## config.mk

```make
export PLATFORM = sky130hd
export DESIGN_NAME = mem_access_unit
export DESIGN_NICKNAME = d
export VERILOG_FILES = /design/src/rtl/mem_access_unit.sv
export SDC_FILE = /design/constraint.sdc
export NUM_CORES = 1
export LEC_CHECK = 0
export CORE_MARGIN = 2
export CORE_UTILIZATION = 40
export DETAILED_ROUTE_END_ITERATION = 7
export GPL_TIMING_DRIVEN = 0
export PLACE_DENSITY = 0.77
export SLEW_MARGIN = 25
export SYNTH_ARGS = -nofsm -noshare
export SYNTH_HDL_FRONTEND = slang
export SYNTH_SLANG_ARGS = --single-unit
```

## constraint.sdc

```tcl
create_clock -name clk -period 2.55 [get_ports clk]
set_input_delay 0.51 -clock clk [delete_from_list [all_inputs] [get_ports clk]]
set_output_delay 0.51 -clock clk [all_outputs]
set_load 0.02 [all_outputs]
```

## src/rtl/mem_access_unit.sv

```systemverilog
// Data-memory access stage: single-outstanding bus handshake, core stall, lane-aligned loads.
// Optional ACCESS_TIMEOUT_EN macro adds a REQ timeout counter with a busError pulse.
module mem_access_unit #(
    parameter int ADDR_W         = 32,
    parameter int TIMEOUT_CYCLES = 255
) (
    input  logic              clk,
    input  logic              nRst,
    input  logic [5:0]        cuOP,
    input  logic [31:0]       addr,
    input  logic [31:0]       storeData,
    output logic              busRead,
    output logic              busWrite,
    output logic [ADDR_W-1:0] busAddr,
    output logic [31:0]       busWdata,
    output logic [3:0]        busSel,
    input  logic [31:0]       busRdata,
    input  logic              busAck,
    output logic [31:0]       memload,
    output logic              freeze,
    output logic              misaligned,
    output logic              busError
);

    localparam logic [5:0] OP_LB  = 6'd10;
    localparam logic [5:0] OP_LH  = 6'd11;
    localparam logic [5:0] OP_LW  = 6'd12;
    localparam logic [5:0] OP_LBU = 6'd13;
    localparam logic [5:0] OP_LHU = 6'd14;
    localparam logic [5:0] OP_SB  = 6'd15;
    localparam logic [5:0] OP_SH  = 6'd16;
    localparam logic [5:0] OP_SW  = 6'd17;

    typedef enum logic [1:0] {IDLE, REQ, DONE} state_t;

    state_t      state, state_nxt;
    logic [5:0]  op_q;
    logic [31:0] addr_q, data_q;
    logic        is_byte, is_half, is_word, is_mem;
    logic        bad_align, start;
    logic        q_load, q_byte, q_half;
    logic [7:0]  lane_b;
    logic [15:0] lane_h;
    logic [31:0] load_val;
    logic        timeout;

    always_comb begin
        is_byte   = (cuOP == OP_LB) || (cuOP == OP_LBU) || (cuOP == OP_SB);
        is_half   = (cuOP == OP_LH) || (cuOP == OP_LHU) || (cuOP == OP_SH);
        is_word   = (cuOP == OP_LW) || (cuOP == OP_SW);
        is_mem    = is_byte || is_half || is_word;
        bad_align = (is_half && addr[0]) || (is_word && (addr[1:0] != 2'b00));
        start     = is_mem && !bad_align;
    end

    always_comb begin
        q_load = (op_q >= OP_LB) && (op_q <= OP_LHU);
        q_byte = (op_q == OP_LB) || (op_q == OP_LBU) || (op_q == OP_SB);
        q_half = (op_q == OP_LH) || (op_q == OP_LHU) || (op_q == OP_SH);
    end

`ifdef ACCESS_TIMEOUT_EN
    logic [7:0] cnt;
    logic       err_q;

    assign timeout  = (state == REQ) && !busAck && (cnt == 8'(TIMEOUT_CYCLES));
    assign busError = err_q;

    always_ff @(posedge clk or negedge nRst) begin
        if (!nRst) begin
            cnt   <= 8'd0;
            err_q <= 1'b0;
        end else begin
            err_q <= timeout;
            if (state != REQ)
                cnt <= 8'd0;
            else if (!busAck)
                cnt <= cnt + 8'd1;
        end
    end
`else
    assign timeout  = 1'b0;
    assign busError = 1'b0 & (TIMEOUT_CYCLES == 0);
`endif

    always_comb begin
        state_nxt  = state;
        freeze     = 1'b0;
        misaligned = 1'b0;
        busRead    = 1'b0;
        busWrite   = 1'b0;
        case (state)
            IDLE: begin
                if (start) begin
                    freeze    = 1'b1;
                    state_nxt = REQ;
                end else begin
                    misaligned = is_mem;
                end
            end
            REQ: begin
                freeze   = 1'b1;
                busRead  = q_load;
                busWrite = !q_load;
                if (busAck || timeout)
                    state_nxt = DONE;
            end
            DONE:    state_nxt = IDLE;
            default: state_nxt = IDLE;
        endcase
        // core-facing strobes must read 0 while reset is held
        if (!nRst) begin
            freeze     = 1'b0;
            misaligned = 1'b0;
        end
    end

    always_comb begin
        busAddr  = '0;
        busSel   = 4'b0000;
        busWdata = 32'h0;
        if (state == REQ) begin
            busAddr = ADDR_W'({addr_q[31:2], 2'b00});
            unique case (1'b1)
                q_byte: begin
                    busSel   = 4'b0001 << addr_q[1:0];
                    busWdata = {4{data_q[7:0]}};
                end
                q_half: begin
                    busSel   = addr_q[1] ? 4'b1100 : 4'b0011;
                    busWdata = {2{data_q[15:0]}};
                end
                default: begin
                    busSel   = 4'b1111;
                    busWdata = data_q;
                end
            endcase
            if (q_load)
                busWdata = 32'h0;
        end
    end

    always_comb begin
        lane_b = busRdata[{addr_q[1:0], 3'b000} +: 8];
        lane_h = addr_q[1] ? busRdata[31:16] : busRdata[15:0];
        case (op_q)
            OP_LB:   load_val = {{24{lane_b[7]}}, lane_b};
            OP_LBU:  load_val = {24'h0, lane_b};
            OP_LH:   load_val = {{16{lane_h[15]}}, lane_h};
            OP_LHU:  load_val = {16'h0, lane_h};
            default: load_val = busRdata;
        endcase
    end

    always_ff @(posedge clk or negedge nRst) begin
        if (!nRst) begin
            state   <= IDLE;
            op_q    <= 6'd0;
            addr_q  <= 32'h0;
            data_q  <= 32'h0;
            memload <= 32'h0;
        end else begin
            state <= state_nxt;
            if (state == IDLE && start) begin
                op_q   <= cuOP;
                addr_q <= addr;
                data_q <= storeData;
            end
            if (state == IDLE && is_mem && bad_align)
                memload <= 32'h0;
            if (state == REQ) begin
                if (busAck)
                    memload <= q_load ? load_val : 32'h0;
                else if (timeout)
                    memload <= 32'h0;
            end
        end
    end

endmodule

```

# Word-level counts from Yosys, hierarchy flattened
# Cells that the tools add are included.
# classes
n_shift,2
eq_ne,17
order_cmp,2
muxes,24
reduce_logical,24
# op_table
cell,n
$mux 32,7
$pmux 32 s4,1
$eq 6x4->1 const B,11
$pmux 32 s2,1
$shiftx 32x6->8,1
$eq 6x5->1 const B,3
$mux 16,1
$logic_or 1x1->1,12
$mux 4,2
$pmux 4 s2,1
$logic_and 1x1->1,7
$mux 1,7
$ge 6x4->1 const B,1
$le 6x4->1 const B,1
$mux 2,2
$ne 2x2->1 const B,2
$pmux 2 s2,1
$shl 1x2->4 const A,1
$eq 2x1->1 const B,1
$logic_not 1->1,2
$logic_not 2->1,1
$pmux 1 s2,1
$reduce_and 2->1,1
$reduce_bool 2->1,1
# totals
out_inout_bits,105
reg_bits,104
word_cells,74
input_bits,105

# Longest topological paths before layout
# Gate-level depths: netlist (run 1).
# logic_depth
depth_word,10
mapped_depth,8
ltp_nobuf,5

# Least setup slack after synthesis (run 1)
# No wires, ideal clock.
# synth_timing
path_kind,flip-flop to output port
start,reg op_q[1]
end,out busSel[3]
setup_slack_ns,0.011
required_time_ns,2.040
stages_incl_launch_ff,7
path_buffers,1
t_arrival_ns,2.029
path_cell_list,dfrtp_1 > or4b_2 > a21o_1 > a21oi_1 > buf_2 > o21ai_0 > a21oi_1
# synth_via
elab_chain_len,5
elab_cells_between_ends,12
classes_between,eq/ne: 6; mux: 2; reduce/logical: 4
# synth_rtl
element,line,rtl
"start, declared",37,logic [5:0] op_q;
"start signal, assigned",165,op_q <= cuOP;
$eq 6x4->1 (on tied branches),"59, 58",
$logic_or 1x1->1 (on tied branches) (2 in series),"59, 58",
$pmux 4 s2 (*),124,unique case (1'b1)
$mux 4 (*),122,if (state == REQ) begin
"end, declared",16,"output logic [3:0] busSel,"
# Every way passes the cells marked *; elsewhere a longest branch is shown, timed or not.

# Worst setup path after layout (run 1)
# layout_timing
start,reg op_q[1]
end,out busWdata[24]
# layout_via
elab_chain_len,6
elab_cells_between_ends,16
classes_between,order compare: 2; eq/ne: 6; mux: 3; reduce/logical: 5
# layout_rtl
element,line,rtl
$eq 6x4->1 (on tied branches),"59, 58",
$logic_or 1x1->1 (on tied branches) (2 in series),"59, 58",
$pmux 32 s2,124,
$mux 32 (*),138,if (q_load)
$mux 32 (*),122,
"end, declared",15,"output logic [31:0] busWdata,"
# Marks and branches as above.

==> results by group, run 1 <==
Run status
  – Status: finished with violations
  – Failing checks: negative setup slack

Worst setup path
  – Crit path required time: 2040 ps
  – Worst endpoint data arrival time: 2370 ps
  – Kind of critical path: reg -> out
  – Reg2Reg Capture Point: memload[7]$_DFF_PN0_
  – Reg2Reg Setup Slack: 310 ps
  – Crit path max fanout: 5
  – Worst r2r path cells: 8
  – CP Capture Type: output pin
  – Startpoint Class: flop
  – RR Startpoint: op_q[1]$_DFFE_PN0P_

Power
  – Cell Int Power: 6270 uW
  – Sw Share: 38.6%
  – Final Power: 10200 uW
  – VDD IR max: 474 uV
  – Clock share of power: 15.0%
  – Lkg Pwr: 0.00431 uW
  – Net switching power: 3940 uW
  – Combinational group share of total power: 55.5%
  – Reg power frac: 29.5%
  – Power Dens Cells: 1150 nW/um^2

Routing
  – Post-route ant nets: 0
  – Drt wl/cell: 19.6 microns
  – Vias: 5078
  – Vias per cell: 5.38
  – DR pass1 iterations: 5
  – Final wirelength: 18500 microns
  – DRT iter0 DRCs: 280
  – DR DRC count: 0

Global routing
  – Total track usage: 23.2%
  – First-pass GRT wire length: 28700 microns
  – Largest net degree at the start of global routing: 79
  – Initial antenna violation count: 0
  – Vias in the first global route: 5317
  – Total grt overflow: 0

Yosys
  – Synthesized area: 5870 sq um
  – Top_reg_cell synth: dfrtp_1
  – Seq/Total Area, Yosys: 44.3%
  – Mean Syn Cell Area: 11.5 sq um
  – Yosys warnings: 0
  – Seq cells post-synth: 104
  – Post-synth EDFFs: 0
  – Mapped Cells: 512
  – Post-synth ARST share: 100%
  – Yosys cell types: 52

Timing
  – Final WS setup: -331 ps
  – Rel. slew slack: 47.4%
  – F_max: 347 MHz
  – Slew @ Worst Pin: 785 ps
  – Max Slew Vio Count: 0
  – Min Tclk post-route: 2880 ps
  – RSZ-0062 raised after global routing: yes
  – # setup viols final: 25
  – Final Hold Viols: 0
  – Fin Clk Skew: 6.55 ps
  – Fin crit share: 113%

Clock tree
  – Clock root buffer: clkbuf_16
  – Num CTS Buffers: 9
  – Clk_lat worst skew: 350 ps
  – Clock buffer depth: 2
  – CTS tree: yes
  – H-tree depth: 3
  – Clock-pin slew on the worst setup and hold paths: 70 ps
  – Cts hold-fix bufs: 0
  – Sink Count: 104

Finish
  – Final net count: 860
  – Layout cells sized above 1: 30.0%
  – Number of diodes: 0
  – Area grow syn2layout: 51.2%
  – Core Util, Final: 61.6%

Floorplan
  – Placeable core area: 14400 sq um
  – Die area: 15700 sq um
  – Die Width: 125 microns
  – Die Height: 125 microns
  – Starting Density: 40.7%
  – Core Rows: 44
  – Top Ports: 210

Worst hold path
  – HP Class: in -> async

Placed design
  – GP Congestion: 0.892
  – I/O Buffers: 205
  – HPWL after detailed placement: 13400 microns

Job
  – Max cap viols: 0
[synth_stat cells, types with 2 or more instances]
master     number  area (sq um)
nand2b_1        5          31.3
a21o_1          4          30.0
and3_1          9          56.3
nor3b_1         2          15.0
nor2_1         56           210
inv_1           8          30.0
o2bb2ai_1      32           280
or4bb_1         2          22.5
or2_2           8          50.1
mux2i_1        26           260
buf_1           4          15.0
mux2_2          8          90.1
nor2b_1         2          12.5
buf_12          6           120
o211ai_1        8          60.1
nand2_1        15          56.3
buf_2           4          20.0
a21oi_1        12          60.1
o221ai_1        2          17.5
a211oi_1       10          75.1
and2_1         33           206
mux2_4         66           991
nand3_1         2          10.0
a222oi_1        8          80.1
dfrtp_1       104          2600
a31oi_1         3          18.8
o21ai_0        20           100
nor3_1          4          20.0
or3b_1          2          17.5
buf_4           3          22.5
clkbuf_1       23          86.3
[routing by layer]
| metal | vias to the layer above | track usage, % | part of all wire (%) |
|---|---|---|---|
| met4 | 0 | 8.95 | 2.5 |
| met1 | 2487 | 29.0 | 41 |
| met2 | 228 | 39.1 | 49 |
| met3 | 32 | 5.69 | 7.5 |
| met5 | - | 0 | 0 |
| li1 | 2331 | - | - |
[logic make-up after synthesis]
logic type | count (synthesis) | share of synthesized area, %
compound gates | 108 | 13.7
xor+xnor | 2 | 0.298
buf+inv | 50 | 5.45
flops | 104 | 44.3
mux | 101 | 23.2
other cells | 1 | 0.0639
simple gates | 146 | 13.0
[what timing repair did]
item | 4_1_cts | 5_1_grt
pin swaps | 20 | 20
buffers inserted | 14 | 11
gates resized for setup | 257 | 63
cloned | 2 | 1
endpoints found under the setup margin | 136 | 66
[worst max-delay path, cell delays in order, from the launching register on]
cell and delay, ps:
dfrtp_1 390, or4b_4 550, o32ai_2 110, nand2b_1 140
buf_6 160, buf_8 130, a222oi_1 290, nor2_1 70
buf_4 170
[cell type report]
class	count	area [sq um]
tap	184	230
clock buffer	12	256
inverter	8	32.5
clock inverter	4	76.3
multi-input combinational	360	3110
timing repair buffer	232	2190
sequential	104	2610
buffer	40	377
fill	1183	5540
[cell usage in the layout, fill, tap and decap left out, types with 9 or more instances in the layout]
master	synthesis	final
buf_6	1	13
a21oi_1	12	9
and3_1	9	9
o21ai_0	20	18
clkbuf_16	0	10
clkbuf_1	23	13
clkdlybuf4s50_1	0	127
dfrtp_1	104	100
buf_2	4	9
nor2_1	56	55
clkbuf_2	0	15
o2bb2ai_1	32	32
mux2_4	66	66
nand2_1	15	14
dlygate4sd2_1	0	23
dlymetal6s2s_1	0	9
mux2i_1	26	25
a211oi_1	10	9
buf_4	3	45
and2_1	33	32
[worst max path at each step]
stage                              from           end  slack (ps)  depth (start not counted)
floorplan           op_q[1]$_DFFE_PN0P_     busSel[3]          10                          6
global placement                   nRst    misaligned       -3640                          3
detailed placement  op_q[1]$_DFFE_PN0P_  busWdata[29]        -810                          8
CTS                 op_q[2]$_DFFE_PN0P_  busWdata[24]        -310                          8
global route        op_q[1]$_DFFE_PN0P_  busWdata[24]        -410                          8
finish              op_q[1]$_DFFE_PN0P_  busWdata[24]        -330                          8
[registers in the layout, indices dropped and copies added, names as in the netlist]
register	cells
memload	32
state	2
data_q	32
addr_q	32
op_q	6
[power groups by stage]
stage	Clock (uW)	Combinational [uW]	Sequential, uW
6_report	1530	5670	3010
5_1_grt	1630	6030	3100
4_1_cts	1560	5470	2990
3_5_place_dp	0	5230	3010
3_3_place_gp	0	5120	2990
2_1_floorplan	0	3070	3070
[through the flow]
stage	hold slack (ps)	area, sq um	setup TNS (ps)	instances	setup slack [ps]
after floorplan	214	5880	0	514	11.2
after global placement	472	8160	-374260	903	-3640
after detailed placement	401	8190	-72060	904	-813
after CTS	22.8	8760	-4980	934	-312
after global routing	38.3	8880	-6370	944	-409
final	25.9	8880	-4530	944	-331
Note: power is estimated with default switching activity, not from simulation.
==> run 2, diff against run 1 <==
Settings changed: CORE_UTILIZATION 40 to 46, PLACE_DENSITY 0.77 to 0.86.
==> run 2 against run 1 <==
The flow still finishes with violations (negative setup slack). Sequential share of layout area down 0.68 points. Maximum frequency is 0.92% lower. Final cell count down 0.11%. Register-to-register slack worse by 70 ps. Combinational power increased by 9.0%. Via count up 2.7%. Power rose by 4.3%. Critical path depth is the same. Utilization increased by 11 points. Clock skew rose by 1.8 ps. Critical path type unchanged. Critical endpoint is now busWdata[30].
==> results by group, run 2 (synthesis results as in run 1) <==
Run status
  – Status: finished with violations (unchanged)
  – Failing checks: negative setup slack (unchanged)

Timing
  – Fin Clk Skew: 8.33 ps (was 6.55 ps)
  – # setup viols final: 27 (was 25)
  – F_max: 344 MHz (was 347 MHz)
  – RSZ-0062 raised after global routing: yes (unchanged)
  – Final Hold Viols: 0 (unchanged)
  – Fin crit share: 114% (was 113%)
  – Hold_ws: 102 ps (was 25.9 ps)
  – Slew @ Worst Pin: 848 ps (was 785 ps)
  – Final WS setup: -357 ps (was -331 ps)
  – Rel. slew slack: 43.2% (was 47.4%)
  – Max Slew Vio Count: 0 (unchanged)
  – Min Tclk post-route: 2910 ps (was 2880 ps)

Routing
  – DRT iter0 DRCs: 576 (was 280)
  – DR DRC count: 0 (unchanged)
  – DR pass1 iterations: 5 (unchanged)
  – Final wirelength: 19100 microns (was 18500 microns)
  – Drt wl/cell: 20.3 microns (was 19.6 microns)
  – Vias: 5217 (was 5078)
  – Vias per cell: 5.53 (was 5.38)
  – Post-route ant nets: 0 (unchanged)

Global routing
  – Total grt overflow: 0 (unchanged)
  – First-pass GRT wire length: 27500 microns (was 28700 microns)
  – Total track usage: 26.5% (was 23.2%)
  – Largest net degree at the start of global routing: 55 (was 79)
  – Initial antenna violation count: 0 (unchanged)
  – Vias in the first global route: 5133 (was 5317)

Placed design
  – HPWL after detailed placement: 13200 microns (was 13400 microns)
  – Placed insts: 892 (was 904)
  – Pre-CTS setup slack: -914 ps (was -813 ps)
  – I/O Buffers: 205 (unchanged)
  – GP Congestion: 0.916 (was 0.892)

Clock tree
  – Cts hold-fix bufs: 0 (unchanged)
  – Clock-pin slew on the worst setup and hold paths: 70 ps (about the same)
  – CTS tree: yes (unchanged)
  – Num CTS Buffers: 9 (unchanged)
  – H-tree depth: 3 (unchanged)
  – Clk_lat worst skew: 350 ps (about the same)
  – Clock buffer depth: 2 (unchanged)
  – Sink Count: 104 (unchanged)
  – Clock root buffer: clkbuf_16 (unchanged)

Worst setup path
  – Startpoint Class: flop (unchanged)
  – CP bufs+invs: 3 (unchanged)
  – Worst endpoint data arrival time: 2400 ps (was 2370 ps)
  – Worst-path cell with the longest stage delay: or4b_4 (unchanged)
  – Crit path required time: 2040 ps (about the same)
  – Worst path max stage delay: 530 ps (was 550 ps)
  – CP delay by family, top: simple AND/OR/NAND/NOR gates (unchanged)
  – Crit-path most repeated cell: buf_6
  – CP Capture Type: output pin (unchanged)
  – Crit path max fanout: 7 (was 5)
  – CP Cell Sequence: or4b_4 -> a21o_1 -> a21oi_2 -> buf_6 -> buf_6 -> a222oi_1 -> nor2_1 -> buf_4 (was or4b_4 -> o32ai_2 -> nand2b_1 -> buf_6 -> buf_8 -> a222oi_1 -> nor2_1 -> buf_4)
  – Kind of critical path: reg -> out (unchanged)

Finish
  – Number of fill cells: 887 (was 1183)
  – Most frequent cells in the layout: clkdlybuf4s50_1, dfrtp_1, mux2_4, buf_4, nor2_1 (was clkdlybuf4s50_1, dfrtp_1, mux2_4, nor2_1, buf_4)
  – Final net count: 871 (was 860)
  – Final Non-Filler Cells: 943 (was 944)
  – Multi-input logic area: 3200 sq um (was 3110 sq um)
  – Layout cells sized above 1: 32.2% (was 30.0%)
  – Number of diodes: 0 (unchanged)
  – Register area: 2610 sq um (about the same)
  – Biggest regs: addr_q: 32 flops, data_q: 32 flops, memload: 32 flops (unchanged)
  – Commonest non-fill, non-tap cell in the layout: clkdlybuf4s50_1 (unchanged)
  – Area grow syn2layout: 54.7% (was 51.2%)

Floorplan
  – Starting Density: 46.9% (was 40.7%)
  – Placeable core area: 12500 sq um (was 14400 sq um)
  – Die area: 13700 sq um (was 15700 sq um)
  – Top Ports: 210 (unchanged)
  – Core Rows: 41 (was 44)
  – Die Height: 117 microns (was 125 microns)
  – Die Width: 117 microns (was 125 microns)

Power
  – Lkg Pwr: 0.00423 uW (was 0.00431 uW)
  – Final Power: 10600 uW (was 10200 uW)
  – VDD IR max: 544 uV (was 474 uV)
  – Power Dens Cells: 1170 nW/um^2 (was 1150 nW/um^2)

Worst hold path
  – HP Class: in -> async (unchanged)

Job
  – Max cap viols: 0 (unchanged)
## run 2: layout make-up
type,count,share of cell area (%)
Inverter,8,0.330
Tap cell,172,2.37
Clock inverter,7,0.868
Timing Repair Buffer,243,25.8
Clock buffer,9,2.48
Multi-Input combinational cell,360,35.2
Sequential cell,104,28.7
Buffer,40,4.28
## run 2: stage by stage
step	setup TNS [ps]	area, sq um	util, %
floorplan	0	5880	-
global placement	-372460	8150	65.1
detailed placement	-73650	8180	65.3
CTS	-5300	8750	69.9
global route	-8420	9090	72.6
finish	-5670	9090	72.6
## run 2: final timing paths
kind / slack, ps / end / start / cells past startpoint
worst min register to register: 490 / memload[21]$_DFF_PN0_ / memload[21]$_DFF_PN0_ / 1
worst max register to register: 240 / memload[30]$_DFF_PN0_ / op_q[1]$_DFFE_PN0P_ / 8
max in group asynchronous: 1790 / state[0]$_DFFE_PN0P_ / nRst / 2
worst max-delay path: -360 / busWdata[30] / op_q[1]$_DFFE_PN0P_ / 8
min in group clk: 450 / op_q[0]$_DFFE_PN0P_ / cuOP[0] / 2
worst min-delay path: 100 / memload[18]$_DFF_PN0_ / nRst / 1
## run 2: repair_timing
action / 4_1_cts / 5_1_grt
pin swaps: 25 / 18
buffers inserted: 18 / 16
endpoints found under the setup margin: 139 / 67
gates cloned: 1 / 2
resized for setup: 245 / 100
hold endpoints to repair: 0 / 0
## run 2: metal layers
metal	vias to the layer above	wire, microns	global-route usage, %
li1	2350	-	-
met1	2548	7590	33.6
met2	284	9400	44.1
met3	35	1610	6.54
met4	0	490	9.73
met5	-	0	0
## run 2: power breakdown
part / switching, uW / internal [uW] / total, uW / leakage [uW]
clock: 657 / 772 / 1430 / 0.000144
sequential: 639 / 2390 / 3030 / 0.00130
combinational: 2920 / 3260 / 6180 / 0.00278
==> run 3, diff against run 2 <==
Settings changed: GPL_TIMING_DRIVEN 0 to default, MAX_ROUTING_LAYER from default to met4.
==> run 3 against run 2 <==
The flow still finishes with violations (negative setup slack). Combinational power down 6.6%. Sequential power about the same. Worst setup slack better by 72 ps. First-iteration DRC count fell by 16%. Clock-buffer cell count grew 1. Sequential share of layout area up 0.54 points. Non-clock buffer count shrank 7. Maximum frequency rose by 2.5%. Sequential cell count unchanged. Highest routed layer unchanged.
==> results by group, run 3 (synthesis results as in run 1) <==
Run status
  – Status: finished with violations (unchanged)
  – Failing checks: negative setup slack (unchanged)

Timing
  – Min Tclk post-route: 2840 ps (was 2910 ps)
  – F_max: 353 MHz (was 344 MHz)
  – # setup viols final: 28 (was 27)
  – Slew @ Worst Pin: 769 ps (was 848 ps)
  – Final WS setup: -285 ps (was -357 ps)
  – Fin Clk Skew: 8.17 ps (was 8.33 ps)
  – RSZ-0062 raised after global routing: yes (unchanged)
  – Max Slew Vio Count: 0 (unchanged)
  – Rel. slew slack: 48.7% (was 43.2%)
  – Fin crit share: 111% (was 114%)
  – Final Hold Viols: 0 (unchanged)

Finish
  – Commonest non-fill, non-tap cell in the layout: clkdlybuf4s50_1 (unchanged)
  – Final Non-Filler Cells: 935 (was 943)
  – Area grow syn2layout: 51.8% (was 54.7%)
  – Number of diodes: 0 (unchanged)
  – Final net count: 864 (was 871)
  – Layout cells sized above 1: 30.9% (was 32.2%)
  – Final Cell Area: 8910 sq um (was 9090 sq um)
  – Biggest regs: addr_q: 32 flops, data_q: 32 flops, memload: 32 flops (unchanged)
  – Most frequent cells in the layout: clkdlybuf4s50_1, dfrtp_1, buf_4, mux2_4, nor2_1 (was clkdlybuf4s50_1, dfrtp_1, mux2_4, buf_4, nor2_1)

Power
  – VDD IR max: 614 uV (was 544 uV)
  – Combinational group share of total power: 56.5% (was 58.1%)
  – Cell Int Power: 6250 uW (was 6430 uW)
  – Power Dens Cells: 1150 nW/um^2 (was 1170 nW/um^2)
  – Reg power frac: 29.5% (was 28.5%)
  – Lkg Pwr: 0.00431 uW (was 0.00423 uW)
  – Net switching power: 3970 uW (was 4210 uW)
  – Sw Share: 38.9% (was 39.6%)
  – Final Power: 10200 uW (was 10600 uW)
  – Clock share of power: 14.1% (was 13.4%)

Worst setup path
  – Startpoint Class: flop (unchanged)
  – CP Cell Sequence: or4b_4 -> o32ai_2 -> nand2b_1 -> buf_12 -> buf_12 -> buf_6 -> mux2i_1 -> nor2_1 -> buf_4 (was or4b_4 -> a21o_1 -> a21oi_2 -> buf_6 -> buf_6 -> a222oi_1 -> nor2_1 -> buf_4)
  – CP bufs+invs: 4 (was 3)
  – CP delay by family, top: simple AND/OR/NAND/NOR gates (unchanged)
  – Kind of critical path: reg -> out (unchanged)
  – CP Capture Type: output pin (unchanged)
  – Worst endpoint data arrival time: 2330 ps (was 2400 ps)
  – Crit-path most repeated cell: buf_12 (was buf_6)
  – Worst path max stage delay: 530 ps (about the same)
  – Crit path max fanout: 10 (was 7)
  – Crit path required time: 2040 ps (about the same)
  – Worst-path cell with the longest stage delay: or4b_4 (unchanged)

Clock tree
  – Num CTS Buffers: 9 (unchanged)
  – CTS tree: yes (unchanged)
  – Clock root buffer: clkbuf_16 (unchanged)
  – Clock-pin slew on the worst setup and hold paths: 70 ps (about the same)
  – Clk_lat worst skew: 350 ps (about the same)
  – H-tree depth: 3 (unchanged)
  – Sink Count: 104 (unchanged)
  – Clock buffer depth: 2 (unchanged)

Floorplan
  – Die Height: 117 microns (unchanged)
  – Core Rows: 41 (unchanged)
  – Die Width: 117 microns (unchanged)
  – Top Ports: 210 (unchanged)
  – Die area: 13700 sq um (unchanged)
  – Placeable core area: 12500 sq um (unchanged)
  – Starting Density: 46.9% (unchanged)

Routing
  – DR pass1 iterations: 6 (was 5)
  – Vias per cell: 5.56 (was 5.53)
  – DRT iter0 DRCs: 482 (was 576)
  – Final wirelength: 18200 microns (was 19100 microns)
  – DR DRC count: 0 (unchanged)
  – Post-route ant nets: 0 (unchanged)
  – Vias: 5202 (was 5217)
  – Drt wl/cell: 19.5 microns (was 20.3 microns)

Global routing
  – Largest net degree at the start of global routing: 65 (was 55)
  – Total track usage: 26.8% (was 26.5%)
  – Total grt overflow: 0 (unchanged)
  – Initial antenna violation count: 0 (unchanged)
  – Vias in the first global route: 5341 (was 5133)
  – First-pass GRT wire length: 27400 microns (was 27500 microns)

Placed design
  – GP Congestion: 0.932 (was 0.916)
  – I/O Buffers: 206 (was 205)
  – Post-DP Area: 8330 sq um (was 8180 sq um)
  – HPWL after detailed placement: 12800 microns (was 13200 microns)
  – Placed insts: 898 (was 892)

Job
  – Max cap viols: 0 (unchanged)

Worst hold path
  – HP Class: reg -> reg (was in -> async)
-- run 3: cell count changes in the layout (fill, tap and decap cells not counted), moves of 3 or more --
cell / change
clkdlybuf4s50_1: +9
nor2_4: -5
buf_8: -3
and3_1: +5
dlymetal6s2s_1: +9
clkbuf_4: -3
buf_4: +19
nor2_1: +4
and3_4: -5
dlygate4sd2_1: -11
clkbuf_1: -12
buf_6: -11
-- run 3: power groups by stage --
stage                     clock, uW  sequential [uW]  combinational, uW
after floorplan                   0             3070               3070
after CTS                      1440             2980               5580
after detailed placement          0             2960               5340
after global routing           1540             3100               6140
final                          1440             3010               5770
after global placement            0             2940               5170
-- run 3: worst reg2reg max path, cell delays in order, from the launching register on --
cell and delay (ps):
dfrtp_1 350, buf_4 110, buf_4 120, nor3b_2 230
o211ai_1 160, buf_4 220, a211oi_1 340, nand2_1 90
buf_4 210, o2bb2ai_1 190
-- run 3: what timing repair did --
| action | 4_1_cts | 5_1_grt |
|---|---|---|
| resized for setup | 202 | 37 |
| setup buffers | 15 | 5 |
| endpoints found under the setup margin | 62 | 66 |
| pin swaps | 14 | 11 |
| cloned | 2 | 0 |
| hold buffers | 1 | 0 |
| endpoints found under the hold margin | 1 | 0 |
-- run 3: final timing paths --
kind | from | end | slack [ps] | cells after the start
max in group asynchronous | nRst | addr_q[10]$_DFFE_PN0P_ | 520 | 4
max | op_q[2]$_DFFE_PN0P_ | busWdata[17] | -290 | 9
min reg2reg | memload[25]$_DFF_PN0_ | memload[25]$_DFF_PN0_ | 490 | 1
max reg2reg | op_q[3]$_DFFE_PN0P_ | memload[28]$_DFF_PN0_ | 450 | 9
min | memload[25]$_DFF_PN0_ | memload[25]$_DFF_PN0_ | 490 | 1
min in group asynchronous | nRst | addr_q[28]$_DFFE_PN0P_ | 520 | 2
-- run 3: layer usage --
metal  share of wire [%]  global-route usage, %  vias to the layer above
met5                   0                      -                        -
met4                 2.3                   9.57                        0
met3                 7.1                   5.51                       39
met2                  49                   43.3                      279
met1                  42                   33.7                     2555
li1                    -                      -                     2329
-- run 3: cell type report --
cell class,count,area (sq um)
clock buffers,10,239
multi-input cells,360,3100
flip-flops and latches,104,2610
repair buffers,276,2660
clock inverters,5,63.8
inverters,8,32.5
fillers,892,3600
well taps,172,215
-- run 3: stage by stage --
step / hold WS (ps) / utilization (%) / TNS [ps] / setup WS [ps]
floorplan: 214 / - / 0 / 11.2
global placement: 330 / 66.6 / -27180 / -600
detailed placement: 329 / 66.6 / -32510 / -635
CTS: 494 / 70.3 / -3470 / -275
global route: 510 / 71.2 / -7370 / -360
finish: 492 / 71.2 / -4460 / -285
